--- src/rtl/multicycle_ctrl_if.sv ---
// Control/status bundle between the multicycle controller and its datapath.
// master = controller side, slave = datapath/memory side.
interface multicycle_ctrl_if #(parameter int DATA_WIDTH = 32);
  logic [DATA_WIDTH-1:0] instr;
  logic                  eq;
  logic                  dmem_ready;
  logic                  pc_en;
  logic                  pc_src;
  logic                  reg_write;
  logic                  alu_src;
  logic [2:0]            alu_ctrl;
  logic [12:0]           imm_out;
  logic                  imm_src;
  logic                  dmem_req;
  logic                  mem_write;
  logic                  result_src;
  logic                  illegal;
  logic [2:0]            state_o;

  modport master (
    input  instr, eq, dmem_ready,
    output pc_en, pc_src, reg_write, alu_src, alu_ctrl, imm_out, imm_src,
           dmem_req, mem_write, result_src, illegal, state_o
  );

  modport slave (
    output instr, eq, dmem_ready,
    input  pc_en, pc_src, reg_write, alu_src, alu_ctrl, imm_out, imm_src,
           dmem_req, mem_write, result_src, illegal, state_o
  );
endinterface

--- src/rtl/multicycle_ctrl.sv ---
// Multicycle RV32 subset controller (addi/add/bne/lw/sw).
// Define ILLEGAL_HALT_EN to halt on illegal opcodes; otherwise they retire as NOPs.
module multicycle_ctrl #(
  parameter int DATA_WIDTH = 32
) (
  input  logic                  clk,
  input  logic                  rst,
  multicycle_ctrl_if.master     bus
);

  localparam logic [2:0] S_FETCH  = 3'd0;
  localparam logic [2:0] S_DECODE = 3'd1;
  localparam logic [2:0] S_EXEC   = 3'd2;
  localparam logic [2:0] S_WB_ALU = 3'd3;
  localparam logic [2:0] S_BRANCH = 3'd4;
  localparam logic [2:0] S_MEMADR = 3'd5;
  localparam logic [2:0] S_MEM    = 3'd6;
  localparam logic [2:0] S_WB_MEM = 3'd7;

  localparam logic [6:0] OP_IMM    = 7'b0010011;
  localparam logic [6:0] OP_REG    = 7'b0110011;
  localparam logic [6:0] OP_BRANCH = 7'b1100011;
  localparam logic [6:0] OP_LOAD   = 7'b0000011;
  localparam logic [6:0] OP_STORE  = 7'b0100011;

  logic [2:0]  state, state_nxt;
  logic [31:0] ir;
  logic        halted;

  logic [6:0] opc;
  logic [2:0] f3;
  logic [6:0] f7;
  logic       is_addi, is_add, is_bne, is_lw, is_sw, is_alu, is_mem, legal;
  logic       unused_rs1;

  assign opc = ir[6:0];
  assign f3  = ir[14:12];
  assign f7  = ir[31:25];
  // rs1 field is consumed by the datapath only
  assign unused_rs1 = ^ir[19:15];

  assign is_addi = (opc == OP_IMM)    && (f3 == 3'b000);
  assign is_add  = (opc == OP_REG)    && (f3 == 3'b000) && (f7 == 7'd0);
  assign is_bne  = (opc == OP_BRANCH) && (f3 == 3'b001);
  assign is_lw   = (opc == OP_LOAD)   && (f3 == 3'b010);
  assign is_sw   = (opc == OP_STORE)  && (f3 == 3'b010);
  assign is_alu  = is_addi | is_add;
  assign is_mem  = is_lw | is_sw;
  assign legal   = is_alu | is_bne | is_mem;

  always_ff @(posedge clk or negedge rst) begin
    if (!rst) begin
      state <= S_FETCH;
      ir    <= '0;
    end else begin
      state <= state_nxt;
      if (state == S_FETCH) ir <= bus.instr[31:0];
    end
  end

`ifdef ILLEGAL_HALT_EN
  logic ill_q;
  // HALT shares code 7 with WB_MEM; the sticky flag tells them apart
  always_ff @(posedge clk or negedge rst) begin
    if (!rst)                                ill_q <= 1'b0;
    else if (state == S_DECODE && !legal)    ill_q <= 1'b1;
  end
  assign halted = ill_q;
`else
  assign halted = 1'b0;
`endif

  always_comb begin
    state_nxt = state;
    case (state)
      S_FETCH:  state_nxt = S_DECODE;
      S_DECODE: begin
        if (is_alu)      state_nxt = S_EXEC;
        else if (is_bne) state_nxt = S_BRANCH;
        else if (is_mem) state_nxt = S_MEMADR;
`ifdef ILLEGAL_HALT_EN
        else             state_nxt = S_WB_MEM;
`else
        else             state_nxt = S_FETCH;
`endif
      end
      S_EXEC:   state_nxt = S_WB_ALU;
      S_WB_ALU: state_nxt = S_FETCH;
      S_BRANCH: state_nxt = S_FETCH;
      S_MEMADR: state_nxt = S_MEM;
      S_MEM:    if (bus.dmem_ready) state_nxt = is_sw ? S_FETCH : S_WB_MEM;
      S_WB_MEM: state_nxt = halted ? S_WB_MEM : S_FETCH;
      default:  state_nxt = S_FETCH;
    endcase
  end

  always_comb begin
    bus.imm_out = '0;
    bus.imm_src = 1'b0;
    case (opc)
      OP_IMM, OP_LOAD: begin
        bus.imm_out = {ir[31], ir[31:20]};
        bus.imm_src = 1'b1;
      end
      OP_STORE: begin
        bus.imm_out = {ir[31], ir[31:25], ir[11:7]};
        bus.imm_src = 1'b1;
      end
      OP_BRANCH: begin
        bus.imm_out = {ir[31], ir[7], ir[30:25], ir[11:8], 1'b0};
        bus.imm_src = 1'b1;
      end
      default: ;
    endcase
  end

  always_comb begin
    bus.pc_en      = 1'b0;
    bus.pc_src     = 1'b0;
    bus.reg_write  = 1'b0;
    bus.alu_src    = 1'b0;
    bus.alu_ctrl   = 3'b000;
    bus.dmem_req   = 1'b0;
    bus.mem_write  = 1'b0;
    bus.result_src = 1'b0;
    case (state)
`ifndef ILLEGAL_HALT_EN
      S_DECODE: bus.pc_en = !legal;
`endif
      S_EXEC:   bus.alu_src = is_addi;
      S_WB_ALU: begin
        bus.reg_write = 1'b1;
        bus.pc_en     = 1'b1;
      end
      S_BRANCH: begin
        bus.alu_ctrl = 3'b001;
        bus.pc_en    = 1'b1;
        bus.pc_src   = !bus.eq;
      end
      S_MEMADR: bus.alu_src = 1'b1;
      S_MEM: begin
        bus.dmem_req  = 1'b1;
        bus.mem_write = is_sw;
        bus.pc_en     = is_sw & bus.dmem_ready;
      end
      S_WB_MEM: if (!halted) begin
        bus.reg_write  = 1'b1;
        bus.result_src = 1'b1;
        bus.pc_en      = 1'b1;
      end
      default: ;
    endcase
  end

  assign bus.illegal = halted;
  assign bus.state_o = state;

endmodule
--- src/flat_wrapper.sv ---
// flat-port wrapper written by rule: the top's interface ports become plain ports
module multicycle_ctrl_flat 
#(
  parameter int DATA_WIDTH = 32
)
  (clk, rst, bus_instr, bus_eq, bus_dmem_ready, bus_pc_en, bus_pc_src, bus_reg_write, bus_alu_src, bus_alu_ctrl, bus_imm_out, bus_imm_src, bus_dmem_req, bus_mem_write, bus_result_src, bus_illegal, bus_state_o);
  multicycle_ctrl_if #(.DATA_WIDTH(DATA_WIDTH)) bus_i ();
  input  logic clk;
  input  logic rst;
  input wire logic [$bits(bus_i.instr)-1:0] bus_instr;
  input wire logic [$bits(bus_i.eq)-1:0] bus_eq;
  input wire logic [$bits(bus_i.dmem_ready)-1:0] bus_dmem_ready;
  output wire logic [$bits(bus_i.pc_en)-1:0] bus_pc_en;
  output wire logic [$bits(bus_i.pc_src)-1:0] bus_pc_src;
  output wire logic [$bits(bus_i.reg_write)-1:0] bus_reg_write;
  output wire logic [$bits(bus_i.alu_src)-1:0] bus_alu_src;
  output wire logic [$bits(bus_i.alu_ctrl)-1:0] bus_alu_ctrl;
  output wire logic [$bits(bus_i.imm_out)-1:0] bus_imm_out;
  output wire logic [$bits(bus_i.imm_src)-1:0] bus_imm_src;
  output wire logic [$bits(bus_i.dmem_req)-1:0] bus_dmem_req;
  output wire logic [$bits(bus_i.mem_write)-1:0] bus_mem_write;
  output wire logic [$bits(bus_i.result_src)-1:0] bus_result_src;
  output wire logic [$bits(bus_i.illegal)-1:0] bus_illegal;
  output wire logic [$bits(bus_i.state_o)-1:0] bus_state_o;
  assign bus_i.instr = bus_instr;
  assign bus_i.eq = bus_eq;
  assign bus_i.dmem_ready = bus_dmem_ready;
  assign bus_pc_en = bus_i.pc_en;
  assign bus_pc_src = bus_i.pc_src;
  assign bus_reg_write = bus_i.reg_write;
  assign bus_alu_src = bus_i.alu_src;
  assign bus_alu_ctrl = bus_i.alu_ctrl;
  assign bus_imm_out = bus_i.imm_out;
  assign bus_imm_src = bus_i.imm_src;
  assign bus_dmem_req = bus_i.dmem_req;
  assign bus_mem_write = bus_i.mem_write;
  assign bus_result_src = bus_i.result_src;
  assign bus_illegal = bus_i.illegal;
  assign bus_state_o = bus_i.state_o;
  multicycle_ctrl #(.DATA_WIDTH(DATA_WIDTH)) u_core (.clk(clk), .rst(rst), .bus(bus_i));
endmodule
--- config.mk ---
export PLATFORM = sky130hd
export DESIGN_NAME = multicycle_ctrl_flat
export DESIGN_NICKNAME = d
export VERILOG_FILES = /design/src/rtl/multicycle_ctrl_if.sv /design/src/rtl/multicycle_ctrl.sv /design/src/flat_wrapper.sv
export SDC_FILE = /design/constraint.sdc
export NUM_CORES = 1
export LEC_CHECK = 0
export ABC_AREA = 1
export BUFFER_PORTS_ARGS = -buffer_cell sky130_fd_sc_hd__clkbuf_2
export CAP_MARGIN = 5
export CORE_MARGIN = 4
export CORE_UTILIZATION = 40
export CTS_CLUSTER_SIZE = 28
export DETAILED_ROUTE_END_ITERATION = 12
export PLACE_DENSITY = 0.75
export SLEW_MARGIN = 20
export SYNTH_ARGS = -nofsm -noshare
export SYNTH_HDL_FRONTEND = slang
export SYNTH_SLANG_ARGS = --single-unit
--- constraint.sdc ---
create_clock -name clk -period 1.4 [get_ports clk]
set_clock_uncertainty 0.2 [all_clocks]
set_input_delay 0.28 -clock clk [delete_from_list [all_inputs] [get_ports clk]]
set_output_delay 0.28 -clock clk [all_outputs]
set_load 0.05 [all_outputs]
== After elaboration in Yosys (flattened, before gate mapping) ==
Index checks and enable logic that the tools add are counted.

* Logic and storage cells: 53
* Register bits after elaboration: 35
* Bits of input ports: 36

* Bitwise logic cells: 5
* Reductions and logical operators: 15
* Equality and inequality tests: 15
* Multiplexer cells: 16

{| class="wikitable"
|+ Operator list
! cell !! number
|-
| one-hot mux 13 bit (3 select lines) || 1
|-
| one-hot mux 3 bit (6 select lines) || 1
|-
| 2-to-1 mux 3 bit || 5
|-
| equality test 7 x 6 -> 1 bit, second input constant || 2
|-
| equality test 3 bit, second input constant || 4
|-
| equality test 3 x 2 -> 1 bit, second input constant || 3
|-
| equality test 7 x 2 -> 1 bit, second input constant || 1
|-
| equality test 7 x 5 -> 1 bit, second input constant || 1
|-
| equality test 7 bit, second input constant || 1
|-
| zero test 7 bit || 1
|-
| 2-to-1 mux 1 bit || 7
|-
| equality test 3 x 1 -> 1 bit, second input constant || 2
|-
| logical AND 1 bit || 6
|-
| zero test 3 bit || 2
|-
| OR 1 bit || 4
|-
| OR reduction 2 bit || 2
|-
| OR reduction 4 bit || 1
|-
| one-hot mux 1 bit (3 select lines) || 1
|-
| OR reduction 3 bit || 1
|-
| zero test 1 bit || 2
|-
| inequality test 2 bit, second input constant || 1
|-
| one-hot mux 1 bit (2 select lines) || 1
|-
| AND 1 bit || 1
|}

== Logic depth before layout (Yosys ltp) ==
* Word-level depth: 8
* Gate-level depth with buffers: 8

== Worst setup path after synthesis ==
No wires, ideal clock.

* Path type: reg-to-output
* Start: register u_core.state[1], in the netlist u_core.bus.state_o[1]
* End: output bus_mem_write
* Arrival: 2.409 ns
* Required time: 0.920 ns
* Cell stages (with the launch flop): 5
* Path slack: -1.489 ns
* Cell sequence: dfrtp_1 > inv_1 > nor2_1 > inv_1 > nor2_1

* Word-level cells in the longest chain between the ends: 2

{| class="wikitable"
|+ Ends and longest elaborated chain
! element !! RTL line !! RTL
|-
| start: declaration || multicycle_ctrl.sv:26 || <nowiki>logic [2:0] state, state_nxt;</nowiki>
|-
| start signal: assignment || multicycle_ctrl.sv:56 || <nowiki>state <= state_nxt;</nowiki>
|-
| equality test 3 bit || multicycle_ctrl.sv:126 || <nowiki>case (state)</nowiki>
|-
| 2-to-1 mux 1 bit || multicycle_ctrl.sv:126 ||
|-
| end: declaration || flat_wrapper.sv:21 || <nowiki>output wire logic [$bits(bus_i.mem_write)-1:0] bus_mem_write;</nowiki>
|}

No other way between the ends.

== Worst setup path after layout ==
* Start: register u_core.ir[14]
* End: output bus_alu_src

* Word-level cells in the longest chain between the ends: 3

{| class="wikitable"
|+ Ends and longest elaborated chain
! element !! RTL line !! RTL
|-
| start: declaration || multicycle_ctrl.sv:27 || <nowiki>logic [31:0] ir;</nowiki>
|-
| start signal: assignment || multicycle_ctrl.sv:57 || <nowiki>if (state == S_FETCH) ir <= bus.instr[31:0];</nowiki>
|-
| zero test 3 bit || multicycle_ctrl.sv:42 || <nowiki>assign is_addi = (opc == OP_IMM) && (f3 == 3'b000);</nowiki>
|-
| logical AND 1 bit || multicycle_ctrl.sv:42 ||
|-
| one-hot mux 1 bit (2 select lines) || multicycle_ctrl.sv:126 ||
|-
| end: declaration || flat_wrapper.sv:16 || <nowiki>output wire logic [$bits(bus_i.alu_src)-1:0] bus_alu_src;</nowiki>
|}

No other way between the ends.

==> impl_metrics.py <==
metrics = {
    "synthesis": {
        "ys_warn_count": 0,
        "syn_inst": 215,
        "synth_cell_types": 20,
        "netlist.top_cell.by_area": "dfrtp_1",
        "syn_avg_cell_area_um2": 7.37,
        "synth_area_leaders": "dfrtp_1, nand2_1, nor2_1",
        "synth-seq-area-share": 0.474,
        "yosys.area.top_type_share": 0.474,
        "synth_area_um2": 1590,
        "ys_ff_latch": 30,
    },
    "sta": {
        "setup_viol": 55,
        "setup_ws_ns": -1.05,
        "fmax_ghz": 0.408,
        "slew_viol_final": 0,
        "hold_viol": 0,
        "timing.final.crit_period_ns": 2.45,
        "hold_ws_ns": 0.0224,
        "fin_tns_setup_ns": -29.95,
        "rsz0062_at_grt": "true",
        "period_share": 1.75,
    },
    "setup_path": {
        "startpoint_type": "flip-flop",
        "timing.rr.start": "u_core.bus.state_o[0]$_DFFE_PN0P_",
        "rr_worst_depth": 11,
        "cp-end-kind": "primary output",
        "path_class": "reg2out",
        "cp.required_ns": 0.92,
        "crit_path_max_fanout": 4,
        "cp.arrival_ns": 1.97,
        "timing.rr.end": "u_core.ir[5]$_DFFE_PN0N_",
        "rrSetupSlack_ns": -0.49,
    },
    "drt": {
        "post_drt_wl_per_cell_um": 24.6,
        "routed_wl_um": 9750,
        "vias": 2329,
        "drtAntennaViolNets": 0,
        "drc": 0,
        "drtIter0Drc": 242,
        "drt-vias-per-instance": 5.88,
        "drt-pass1-iter-count": 5,
    },
    "cells_and_area": {
        "multi_input_area_um2": 1060,
        "drive_above_1_share": 0.667,
        "fin_nets": 383,
        "register_area_um2": 757,
        "num_antenna_cells": 0,
        "layout_common_cells": "nand2_2, nand2_1, clkbuf_2",
        "area_growth_pct": 125,
        "fillers": 87,
        "final_common_cell": "nand2_2",
    },
    "cts": {
        "clock_sinks": 30,
        "clk_latency_ns": 0.29,
        "cts_tree": "yes",
        "cts_made_buffers": 5,
        "path_clk_slew_ns": 0.07,
        "cts-root-buf": "clkbuf_8",
        "clockBufferDepth": 2,
        "cts_max_level": 2,
    },
    "hold_path": {
        "holdPathStages": 3,
        "min_from": "bus_instr[25]",
        "hp-class": "in2reg",
        "worstHoldEndpoint": "u_core.ir[25]$_DFFE_PN0N_",
    },
    "global_routing": {
        "grt_start_max_net_pins": 18,
        "antenna_found_initial": 0,
        "grt_pass1_vias": 2216,
        "grt_overflow_total": 0,
        "grt_pass1_wl_um": 10800,
        "grt_usage": 0.284,
    },
    "die": {
        "die_h_um": 71.0,
        "dieArea_um2": 5030,
        "start_util": 0.423,
        "rows": 22,
        "coreArea_um2": 3740,
        "num_io_pins": 64,
        "die_w_um": 71.0,
    },
    "pwr": {
        "power_density_nw_per_um2": 2110,
        "vdd_drop_max_uv": 1420,
        "p_leak_nw": 1.75,
    },
    "place": {
        "gp_congestion": 0.905,
        "dp_hpwl_um": 3380,
        "port_buffers": 55,
    },
    "job": {
        "maxCapViolations": 0,
    },
    "run_status": {
        "failed_checks": "negative setup slack",
        "outcome": "finished, violations left",
    },
}
## worst max path at each step
stage,slack (ns),end,cells after the start,startpoint
2_1_floorplan,-0.60,bus_imm_out[10],5,u_core.ir[3]$_DFFE_PN0N_
3_3_place_gp,-0.43,bus_pc_en,7,u_core.ir[3]$_DFFE_PN0N_
3_5_place_dp,-0.48,bus_pc_en,8,u_core.ir[3]$_DFFE_PN0N_
4_1_cts,-0.74,bus_imm_out[11],8,u_core.ir[2]$_DFFE_PN0N_
5_1_grt,-1.11,bus_alu_src,7,u_core.ir[14]$_DFFE_PN0N_
6_report,-1.05,bus_alu_src,7,u_core.ir[14]$_DFFE_PN0N_
## repair_timing
item,in CTS,in global routing
hold buffers,11,1
setup endpoints to repair,55,55
pin swaps,10,10
hold endpoints to repair,23,1
resized for setup,119,72
cloned,5,0
buffers inserted,14,15
## Yosys cell counts
| master | n |
|---|---|
| a22o_1 | 4 |
| a32o_1 | 1 |
| buf_2 | 5 |
| buf_4 | 3 |
| conb_1 | 1 |
| dfrtp_1 | 30 |
| inv_1 | 25 |
| inv_2 | 2 |
| nand2_1 | 76 |
| nand2_2 | 1 |
| nand3_1 | 6 |
| nand3_2 | 1 |
| nand3b_1 | 2 |
| nand4_1 | 3 |
| nor2_1 | 29 |
| nor2_2 | 3 |
| nor2_4 | 4 |
| nor3_1 | 2 |
| o21ai_0 | 16 |
| o21ai_2 | 1 |
## metal layers
metal,global-route usage,vias to the layer above,share of wire
li1,-,922,-
met1,0.276,1116,0.32
met2,0.544,206,0.51
met3,0.0710,85,0.090
met4,0.150,0,0.086
met5,0,-,0
## report_power, final
part | internal (mW) | switching [mW]
combinational | 2.29 | 2.61
clock | 0.529 | 0.370
sequential | 1.29 | 0.458
total | 4.10 | 3.44
## flip-flops by register name, indices dropped and copies added, names as in the netlist
| name | count |
|---|---|
| u_core.ir | 27 |
| u_core.bus.state_o | 3 |
## cell families (layout without fill, tap and decap cells)
logic type | Yosys count | after routing | synth area share
buf+inv | 35 | 166 | 0.0939
flops | 30 | 30 | 0.474
other cells | 1 | 3 | 0.00237
simple gates | 127 | 127 | 0.346
compound gates | 22 | 22 | 0.0845
## cell type report
cell class / instances / share of cell area
Timing Repair Buffer: 131 / 0.408
Sequential cell: 30 / 0.212
Multi-Input combinational cell: 152 / 0.297
Inverter: 27 / 0.0343
Clock inverter: 3 / 0.0126
Tap cell: 48 / 0.0168
Clock buffer: 5 / 0.0193
## stage by stage
step	total power, mW	instance area (µm²)	std cells	utilization	setup slack (ns)
CTS	6.40	3320	390	0.888	-0.743
detailed placement	3.98	2430	354	0.649	-0.480
finish	7.54	3570	396	0.954	-1.05
floorplan	3.04	1720	217	-	-0.596
global route	7.78	3570	396	0.954	-1.11
global placement	3.92	2430	354	0.649	-0.428
## critical path: stages (launching register included)
cell and delay, ns:
dfrtp_1 0.47, nor2_1 0.23, nand2_1 0.14, nor2_2 0.29, nand2_4 0.11, buf_6 0.14
o21ai_4 0.13, buf_12 0.15
Power figures use the tool's default switching activity.
